### src/rtl/td4_panel_pkg.sv
// Shared types, segment constants and glyph lookup for the TD4 front panel.
// Latency: none; types, constants and a pure function only.
// Backpressure: not applicable.
package td4_panel_pkg;

  typedef enum logic [1:0] {
    HALT = 2'b00,
    STEP = 2'b01,
    RUN  = 2'b10,
    FAST = 2'b11
  } panel_mode_t;

  typedef enum logic [1:0] {
    CONV_IDLE  = 2'b00,
    CONV_SHIFT = 2'b01,
    CONV_DONE  = 2'b10
  } conv_state_t;

  // Segments are active-low, bit0 = a ... bit6 = g.
  localparam logic [6:0] SEG_BLANK = 7'h7F;
  localparam logic [6:0] SEG_DASH  = 7'b0111111;

  // Standard hex-font glyph for one nibble.
  function automatic logic [6:0] seg_of(input logic [3:0] nib);
    logic [6:0] seg;
    seg = SEG_BLANK;
    case (nib)
      4'h0: seg = 7'h40;
      4'h1: seg = 7'h79;
      4'h2: seg = 7'h24;
      4'h3: seg = 7'h30;
      4'h4: seg = 7'h19;
      4'h5: seg = 7'h12;
      4'h6: seg = 7'h02;
      4'h7: seg = 7'h78;
      4'h8: seg = 7'h00;
      4'h9: seg = 7'h10;
      4'hA: seg = 7'h08;
      4'hB: seg = 7'h03;
      4'hC: seg = 7'h46;
      4'hD: seg = 7'h21;
      4'hE: seg = 7'h06;
      4'hF: seg = 7'h0E;
    endcase
    return seg;
  endfunction

endpackage

### src/rtl/bin2bcd_seq.sv
// Sequential double-dabble binary-to-BCD converter, free-running.
// Latency: WIDTH+2 cycles per conversion (latch, WIDTH shifts, done).
// Backpressure: none; result is valid only in the cycle done is high.
module bin2bcd_seq
  import td4_panel_pkg::*;
#(
  parameter int WIDTH  = 8,
  parameter int DIGITS = (WIDTH + 2) / 3 + 1
) (
  input  logic                  clock,
  input  logic                  reset,
  input  logic [WIDTH-1:0]      bin,
  output logic [4*DIGITS-1:0]   bcd,
  output logic                  done,
  output logic                  busy
);

  localparam int CNT_W = $clog2(WIDTH + 1);
  localparam logic [CNT_W-1:0] LAST_IT = CNT_W'(WIDTH - 1);

  conv_state_t          state_q, state_d;
  logic [WIDTH-1:0]     sh_q, sh_d;
  logic [4*DIGITS-1:0]  bcd_q, bcd_d;
  logic [4*DIGITS-1:0]  adj;
  logic [CNT_W-1:0]     it_q, it_d;

  // Add 3 to every nibble that would overflow past 9 after the next shift.
  always_comb begin
    adj = bcd_q;
    for (int i = 0; i < DIGITS; i++) begin
      if (bcd_q[4*i +: 4] >= 4'd5) adj[4*i +: 4] = bcd_q[4*i +: 4] + 4'd3;
    end
  end

  // Next-state logic: latch input, shift WIDTH times, present result for one cycle.
  always_comb begin
    state_d = state_q;
    sh_d    = sh_q;
    bcd_d   = bcd_q;
    it_d    = it_q;
    case (state_q)
      CONV_IDLE: begin
        sh_d    = bin;
        bcd_d   = '0;
        it_d    = '0;
        state_d = CONV_SHIFT;
      end
      CONV_SHIFT: begin
        {bcd_d, sh_d} = {adj, sh_q} << 1;
        it_d          = it_q + CNT_W'(1);
        if (it_q == LAST_IT) state_d = CONV_DONE;
      end
      CONV_DONE: state_d = CONV_IDLE;
      default:   state_d = CONV_IDLE;
    endcase
  end

  // State registers; reset aborts any conversion and restarts from IDLE.
  always_ff @(posedge clock) begin
    if (reset) begin
      state_q <= CONV_IDLE;
      sh_q    <= '0;
      bcd_q   <= '0;
      it_q    <= '0;
    end else begin
      state_q <= state_d;
      sh_q    <= sh_d;
      bcd_q   <= bcd_d;
      it_q    <= it_d;
    end
  end

  assign bcd  = bcd_q;
  assign done = (state_q == CONV_DONE);
  // Held low during reset so the first conversion is visible only once reset drops.
  assign busy = !reset && (state_q != CONV_DONE);

endmodule

### src/rtl/td4_front_panel.sv
// TD4 front panel: CPU clock-enable in four modes, step-button debounce, decimal display.
// Latency: step tick 2+DEBOUNCE_CYCLES cycles after press; hex within 2*(DATA_WIDTH+2) cycles.
// Backpressure: none; the CPU takes every cpu_tick and the display is simply overwritten.
module td4_front_panel
  import td4_panel_pkg::*;
#(
  parameter int DATA_WIDTH      = 8,
  parameter int N_DIGITS        = 3,
  parameter int RATIO           = 50_000_000,
  parameter int FAST_DIV        = 16,
  parameter int DEBOUNCE_CYCLES = 1_000_000,
  parameter int BLANK_LZ        = 1
) (
  input  logic                    clock,
  input  logic                    reset,
  input  logic [1:0]              mode,
  input  logic                    step_btn,
  input  logic [DATA_WIDTH-1:0]   data_in,
  output logic                    cpu_tick,
  output logic                    tick_led,
  output logic [7*N_DIGITS-1:0]   hex,
  output logic                    busy
);

  localparam int INT_DIGITS  = (DATA_WIDTH + 2) / 3 + 1;
  localparam int ALL_DIGITS  = (INT_DIGITS > N_DIGITS) ? INT_DIGITS : N_DIGITS;
  localparam int FAST_RAW    = RATIO / FAST_DIV;
  localparam int FAST_PERIOD = (FAST_RAW < 1) ? 1 : FAST_RAW;
  localparam int DIV_W       = $clog2(RATIO);
  localparam logic [DIV_W-1:0] RUN_LAST  = DIV_W'(RATIO - 1);
  localparam logic [DIV_W-1:0] FAST_LAST = DIV_W'(FAST_PERIOD - 1);
  localparam int DB_W        = $clog2(DEBOUNCE_CYCLES + 1);
  localparam logic [DB_W-1:0] DB_LAST = DB_W'(DEBOUNCE_CYCLES - 1);

  // Button path
  logic              sync1_q, sync2_q;
  logic              db_q, db_d;
  logic [DB_W-1:0]   db_cnt_q, db_cnt_d;
  logic              step_pulse_q, step_pulse_d;

  // Tick generation
  panel_mode_t       mode_cur, mode_prev_q;
  logic              mode_chg;
  logic [DIV_W-1:0]  div_q, div_d, div_last;
  logic              tick_led_q;

  // Display
  logic [4*INT_DIGITS-1:0] bcd_w;
  logic [4*ALL_DIGITS-1:0] bcd_ext;
  logic                    conv_done;
  logic                    ovf;
  logic [7*N_DIGITS-1:0]   hex_d, hex_q;

  // Debounce: accept the synchronised level only after it has differed for DEBOUNCE_CYCLES cycles.
  always_comb begin
    db_cnt_d = '0;
    db_d     = db_q;
    if (sync2_q != db_q) begin
      if (db_cnt_q == DB_LAST) db_d = sync2_q;
      else                     db_cnt_d = db_cnt_q + DB_W'(1);
    end
  end

  assign step_pulse_d = db_d & ~db_q;

  assign mode_cur = panel_mode_t'(mode);
  assign mode_chg = (mode_cur != mode_prev_q);
  assign div_last = (mode_cur == FAST) ? FAST_LAST : RUN_LAST;

  // Divider and tick select; a mode change clears the divider and swallows that cycle's tick.
  always_comb begin
    div_d    = '0;
    cpu_tick = 1'b0;
    if (!mode_chg) begin
      case (mode_cur)
        STEP: cpu_tick = step_pulse_q;
        RUN, FAST: begin
          if (div_q >= div_last) cpu_tick = 1'b1;
          else                   div_d    = div_q + DIV_W'(1);
        end
        default: ;
      endcase
    end
  end

  // Button synchroniser, debounce state, divider and LED registers.
  always_ff @(posedge clock) begin
    if (reset) begin
      sync1_q      <= 1'b0;
      sync2_q      <= 1'b0;
      db_q         <= 1'b0;
      db_cnt_q     <= '0;
      step_pulse_q <= 1'b0;
      mode_prev_q  <= HALT;
      div_q        <= '0;
      tick_led_q   <= 1'b0;
    end else begin
      sync1_q      <= step_btn;
      sync2_q      <= sync1_q;
      db_q         <= db_d;
      db_cnt_q     <= db_cnt_d;
      step_pulse_q <= step_pulse_d;
      mode_prev_q  <= mode_cur;
      div_q        <= div_d;
      if (cpu_tick) tick_led_q <= ~tick_led_q;
    end
  end

  bin2bcd_seq #(
    .WIDTH  (DATA_WIDTH),
    .DIGITS (INT_DIGITS)
  ) u_bcd (
    .clock (clock),
    .reset (reset),
    .bin   (data_in),
    .bcd   (bcd_w),
    .done  (conv_done),
    .busy  (busy)
  );

  assign bcd_ext = (4*ALL_DIGITS)'(bcd_w);

  // Format the finished BCD value: overflow dashes, leading-zero blanking, glyph lookup.
  always_comb begin
    logic lz_run;
    ovf    = 1'b0;
    lz_run = (BLANK_LZ != 0);
    hex_d  = '0;
    for (int i = N_DIGITS; i < ALL_DIGITS; i++) begin
      if (bcd_ext[4*i +: 4] != 4'd0) ovf = 1'b1;
    end
    for (int i = N_DIGITS - 1; i >= 0; i--) begin
      if (i > 0 && lz_run && bcd_ext[4*i +: 4] == 4'd0) begin
        hex_d[7*i +: 7] = SEG_BLANK;
      end else begin
        lz_run          = 1'b0;
        hex_d[7*i +: 7] = seg_of(bcd_ext[4*i +: 4]);
      end
      if (ovf) hex_d[7*i +: 7] = SEG_DASH;
    end
  end

  // Display register: loaded only when a conversion completes, blank out of reset.
  always_ff @(posedge clock) begin
    if (reset)          hex_q <= {N_DIGITS{SEG_BLANK}};
    else if (conv_done) hex_q <= hex_d;
  end

  assign hex      = hex_q;
  assign tick_led = tick_led_q;

endmodule

### config.mk
export PLATFORM = sky130hd
export DESIGN_NAME = td4_front_panel
export DESIGN_NICKNAME = d
export VERILOG_FILES = /design/src/rtl/td4_panel_pkg.sv /design/src/rtl/bin2bcd_seq.sv /design/src/rtl/td4_front_panel.sv
export SDC_FILE = /design/constraint.sdc
export NUM_CORES = 1
export LEC_CHECK = 0
export ABC_AREA = 0
export BUFFER_PORTS_ARGS = -buffer_cell sky130_fd_sc_hd__buf_2
export CAP_MARGIN = 0
export CELL_PAD_IN_SITES_DETAIL_PLACEMENT = 1
export CELL_PAD_IN_SITES_GLOBAL_PLACEMENT = 2
export CORE_MARGIN = 2
export CORE_UTILIZATION = 41
export CTS_CLUSTER_SIZE = 10
export DETAILED_ROUTE_END_ITERATION = 8
export PLACE_DENSITY = 0.84
export SKIP_CTS_REPAIR_TIMING = 1
export SYNTH_ARGS = -nofsm -noshare
export SYNTH_HDL_FRONTEND = slang
export SYNTH_SLANG_ARGS = --single-unit
### constraint.sdc
create_clock -name clock -period 4.8 [get_ports clock]
set_input_delay 0.24 -clock clock [delete_from_list [all_inputs] [get_ports clock]]
set_output_delay 0.24 -clock clock [all_outputs]
set_load 0.1 [all_outputs]
---- After elaboration in Yosys (flattened, before gate mapping) ----
Memories as Yosys holds them, arrays and structs flattened. A register that Yosys moved wholly into a read port is not among the register bits.
Index checks and enable logic that the tools add are counted.
word-level totals
  bits in registers ....................... 104
  bits in read-only memories .............. 336
  input bits .............................. 13
  logic and storage cells ................. 83
  memories kept ........................... 3
  output and inout port bits .............. 24
operators by class
  eq/ne operators ......................... 11
  bitwise operators ....................... 5
  reductions and logical operators ........ 11
  magnitude comparators ................... 5
  muxes and demuxes ....................... 28
  add/subtract/negate cells ............... 7
memories
  memory           words  bits a word  rd ports  clocked after Yosys merged registers in  wr ports  RTL line             source
  (no name shown)  16     7            1         1                                        0         td4_panel_pkg.sv:27  case (nib)
  (no name shown)  16     7            1         1                                        0         td4_panel_pkg.sv:27
  (no name shown)  16     7            1         1                                        0         td4_panel_pkg.sv:27
operators by type and width
  operator                                                                              number
  4-bit 2-to-1 mux                                                                      9
  7-bit 2-to-1 mux                                                                      5
  16-bit case mux with 2 select lines                                                   1
  26-bit by 1-bit adder with 26-bit output (second input constant)                      1
  26-bit greater-or-equal comparator                                                    1
  26-bit 2-to-1 mux                                                                     1
  20-bit by 1-bit adder with 20-bit output (second input constant)                      1
  20-bit == test (second input constant)                                                1
  4-bit by 3-bit greater-or-equal comparator with 1-bit output (second input constant)  4
  8-bit case mux with 2 select lines                                                    1
  4-bit by 2-bit adder with 4-bit output (second input constant)                        3
  4-bit zero test                                                                       2
  4-bit case mux with 2 select lines                                                    1
  2-bit == test (second input constant)                                                 3
  1-bit 2-to-1 mux                                                                      6
  4-bit by 1-bit adder with 4-bit output (second input constant)                        1
  2-bit by 1-bit == test with 1-bit output (second input constant)                      2
  4-bit by 3-bit == test with 1-bit output (second input constant)                      1
  1-bit NOT                                                                             4
  2-bit case mux with 2 select lines                                                    1
  4-bit nonzero test                                                                    1
  4-bit OR reduction                                                                    1
  3-bit by 2-bit adder with 3-bit output (second input constant)                        1
  3-bit 2-to-1 mux                                                                      1
  13 further kinds                                                                      14

---- Longest topological paths before layout ----
  depth after elaboration ................. 6
  mapped depth ............................ 12

---- Hierarchy ----
A second synthesis with hierarchy kept.
unflattened totals
  cell total of the unflattened synthesis .. 667
  area total of the unflattened synthesis .. 5840.6 um2
modules (own cells, without submodules)
  module           cells an instance  instances  seq. area each (um2)  area an instance (um2)
  td4_front_panel  491                1          1481.4                4279.1
  bin2bcd_seq      176                1          600.6                 1561.5

---- Worst setup path after synthesis ----
Ideal clock, no wire load.
  path type ............................... input -> output
  from .................................... input mode[1]
  to ...................................... output cpu_tick
  required time ........................... 4560 ps
  slack ................................... 1220 ps
  stages .................................. 10
  data arrival time ....................... 3340 ps
  path through ............................ buf_6 nand2_8 inv_1 ha_1 nor2_1 or4b_1 a2111o_1 o2111ai_1 nand2_1 a21oi_1
between the ends
  longest elaborated chain between the ends .. 6
  elaborated cells on any way between the ends .. 10
  classes of those cells .................. 1 x order compare; 4 x eq/ne; 4 x mux; 1 x reduce/logical
ends and longest elaborated chain
  item                                RTL line                                      source
  start, declared                     td4_front_panel.sv:16                         input logic [1:0] mode,
  2-bit == test                       td4_front_panel.sv:68, td4_front_panel.sv:75
  26-bit 2-to-1 mux                   td4_front_panel.sv:68                         assign div_last = (mode_cur == FAST) ? FAST_LAST : RUN_LAST;
  26-bit greater-or-equal comparator  td4_front_panel.sv:78                         if (div_q >= div_last) cpu_tick = 1'b1;
  1-bit 2-to-1 mux                    td4_front_panel.sv:78
  1-bit case mux with 2 select lines  td4_front_panel.sv:75                         case (mode_cur)
  1-bit 2-to-1 mux (*)                td4_front_panel.sv:74                         if (!mode_chg) begin
  end, declared                       td4_front_panel.sv:19                         output logic cpu_tick,
Mark *: on every way between the ends. The rest lies on a longest branch, timed or not.

==> results_dict.tcl <==
set metrics [dict create \
    drc 0 \
    detail_route.iter0.violations 205 \
    num_io_pins 37 \
    tightest_slew_ps 977 \
    die_h_um 126 \
    fp.dieW_um 126 \
    swShare_pct 22.2 \
    place.gp.congestion 0.782 \
    status "finished clean" \
    finalClockSkew_ps 4.54 \
    drtAntennaViolNets 0 \
    place_ws_ps 1460 \
    rows 44 \
    cp-end-kind "register" \
    ys.flop_type "dfxtp_1" \
    p_per_area_nw_per_um2 338 \
    layoutNonFillerInstCount 911 \
    grt_max_degree 41 \
    regArea_um2 2500 \
    switching_power_w 0.000522 \
    insertion_delay_ps 420 \
    cts_tree "yes" \
    dp.cells 880 \
    p_clk_share_pct 51.2 \
    comb_power_share_pct 3.8 \
    utilization_pct 48.0 \
    fmax_ghz 0.294 \
    startpoint_type "register" \
    netlist_instances 683 \
    period_needed_ps 3400 \
    cts-root-buf "clkbuf_16" \
    ys_warn_count 0 \
    grt_overflow 0 \
    synth_cell_type_count 66 \
    viasPerCell 5.47 \
    tns_ps 0 \
    power.total_w 0.00236 \
    via_count 4984 \
    timing.final.crit_share_pct 70.9 \
    area_growth_pct 14.2 \
    relSlewSlack_pct 34.7 \
    wl_per_cell_um 16.3 \
    fillers 1714 \
    final_cell_mix "dfxtp_1, nor2_1, nand2_1" \
    multi_input_area_um2 3370 \
    syn_area_per_cell_um2 8.95 \
    antenna_found_initial 0 \
    holdCritPathClass "input pin to register" \
    initial_utilization_pct 42.1 \
    die-area_um2 15900 \
    cp.arrival_ps 3670 \
    port_buffers 36 \
    synthTopCellsByArea "dfxtp_1, ha_1, nor2_1, xor2_1, mux2i_1" \
    clk_pin_slew_ps 50 \
    diodes 0 \
    track_usage_pct 19.2 \
    hold_violations 0 \
    ys_ff_latch 125 \
    clockBufferDepth 2 \
    rsz0062_at_grt "false" \
    h-tree-depth 4 \
    drt_wl_total_um 14900 \
    slew_violations 0 \
    syn_area_um2 6110 \
    async_reset_ff_share_pct 0 \
    seq_area_frac_synth_pct 40.9 \
    required_ps 5070 \
    place_hpwl_um 10500 \
    worst_slack_ps 1400 \
    synth_fp_nets 734 \
    synth_top_area_cell "dfxtp_1" \
    core_area_um2 14500 \
    layout_commonest_cell "dfxtp_1" \
    ir_drop_uv 223 \
    seqPwrFrac_pct 45.0 \
    synth_edf_count 0 \
    internal_power_w 0.00183 \
    p_leak_nw 2.63 \
    crit_type "register to register" \
    dr.pass1.iters 4 \
    synth_top_area_share_pct 40.9 \
    layout-drive-gt1-share_pct 10.6 \
    maxCapViolations 0 \
    clock_sinks 125 \
    crit_fanout 16 \
    setup_viol 0 \
    grt_pass1_wl_um 24800 \
    final_nets 766 \
    grt_pass1_vias 5174 \
    numCtsBuffers 17 \
]
==> stage by stage <==
stage	hold slack (ps)	cell area, um^2
2_1_floorplan	368	6110
3_3_place_gp	414	6430
3_5_place_dp	426	6430
4_1_cts	51.4	6980
5_1_grt	88.7	6980
6_report	63.5	6980
==> cells in the mapped netlist, types with 2 or more instances <==
| cell | count |
|---|---|
| xnor2_1 | 18 |
| o22ai_1 | 6 |
| and4_1 | 5 |
| a311oi_1 | 3 |
| clkbuf_1 | 15 |
| buf_1 | 6 |
| a31o_2 | 2 |
| nand3_1 | 26 |
| o21ai_0 | 15 |
| buf_6 | 2 |
| nand2_1 | 43 |
| inv_1 | 31 |
| nor3_1 | 13 |
| nand3b_1 | 7 |
| a21oi_1 | 29 |
| a21o_1 | 6 |
| o32ai_1 | 3 |
| o22a_1 | 19 |
| nor4b_1 | 3 |
| or3_1 | 6 |
| xor2_1 | 31 |
| nor2b_1 | 6 |
| a22oi_1 | 8 |
| a311o_1 | 2 |
| buf_4 | 2 |
| nor2_1 | 103 |
| ha_1 | 38 |
| a31oi_1 | 4 |
| a2111oi_0 | 2 |
| a32o_1 | 3 |
| a211oi_1 | 7 |
| and2_1 | 9 |
| nor3b_1 | 3 |
| mux2i_1 | 21 |
| and3_1 | 9 |
| nor4_1 | 2 |
| nand4_1 | 13 |
| and4b_1 | 2 |
| or2_2 | 2 |
| o211ai_1 | 3 |
| nand2b_1 | 6 |
| dfxtp_1 | 125 |
==> area by class of cell <==
cell class	count	share of cell area, %
timing repair buffer	39	2.90
multi-input combinational	501	48.3
sequential	125	35.8
inverter	31	1.67
clock buffer	24	7.04
tap	184	3.30
clock inverter	7	0.896
==> worst max-delay path, stage by stage (launching register included) <==
cell       delay (ps)
dfxtp_1           810
nor2b_1           860
a22oi_1           200
nor2_1            380
inv_1             160
ha_1              310
a2111oi_0         420
a311oi_1          110
==> layer usage <==
layer  wire (um)  part of all wire [%]  GRT usage, %  vias up
met5           0                     0             0        -
met3         347                   2.3          3.78       20
met1        6690                    45          22.1     2438
li1            -                     -             -     2483
met2        7570                    51          35.3       43
met4         244                   1.6          6.85        0
==> logic make-up (layout without fill, tap and decap cells) <==
family | Yosys count | in the layout | share of synthesized area, %
simple gates | 265 | 265 | 21.6
compound gates | 127 | 127 | 15.0
flops | 125 | 125 | 40.9
buf+inv | 57 | 101 | 3.89
xor+xnor | 49 | 49 | 7.02
fa+ha+maj | 38 | 38 | 7.78
mux | 22 | 22 | 3.81
==> power by group through the flow <==
stage,Sequential [W],Clock (W),Combinational [W]
4_1_cts,0.00106,0.00123,0.0000918
3_3_place_gp,0.00108,0,0.0000877
3_5_place_dp,0.00108,0,0.0000913
6_report,0.00106,0.00121,0.0000903
5_1_grt,0.00106,0.00128,0.0000996
2_1_floorplan,0.00109,0,0.0000570
==> final timing paths <==
path / startpoint / cells after the start / to / slack, ps
worst min-delay path: data_in[0] / 3 / u_bcd.sh_q[0]$_SDFFE_PP0N_ / 60
worst max register to register: u_bcd.state_q[0]$_SDFFE_PP0P_ / 7 / register / 1400
worst max-delay path: u_bcd.state_q[0]$_SDFFE_PP0P_ / 7 / register / 1400
worst min register to register: register / 1 / hex[5]$_SDFFE_PP1P_ / 430
No activity file was read; power rests on OpenSTA's default activity.
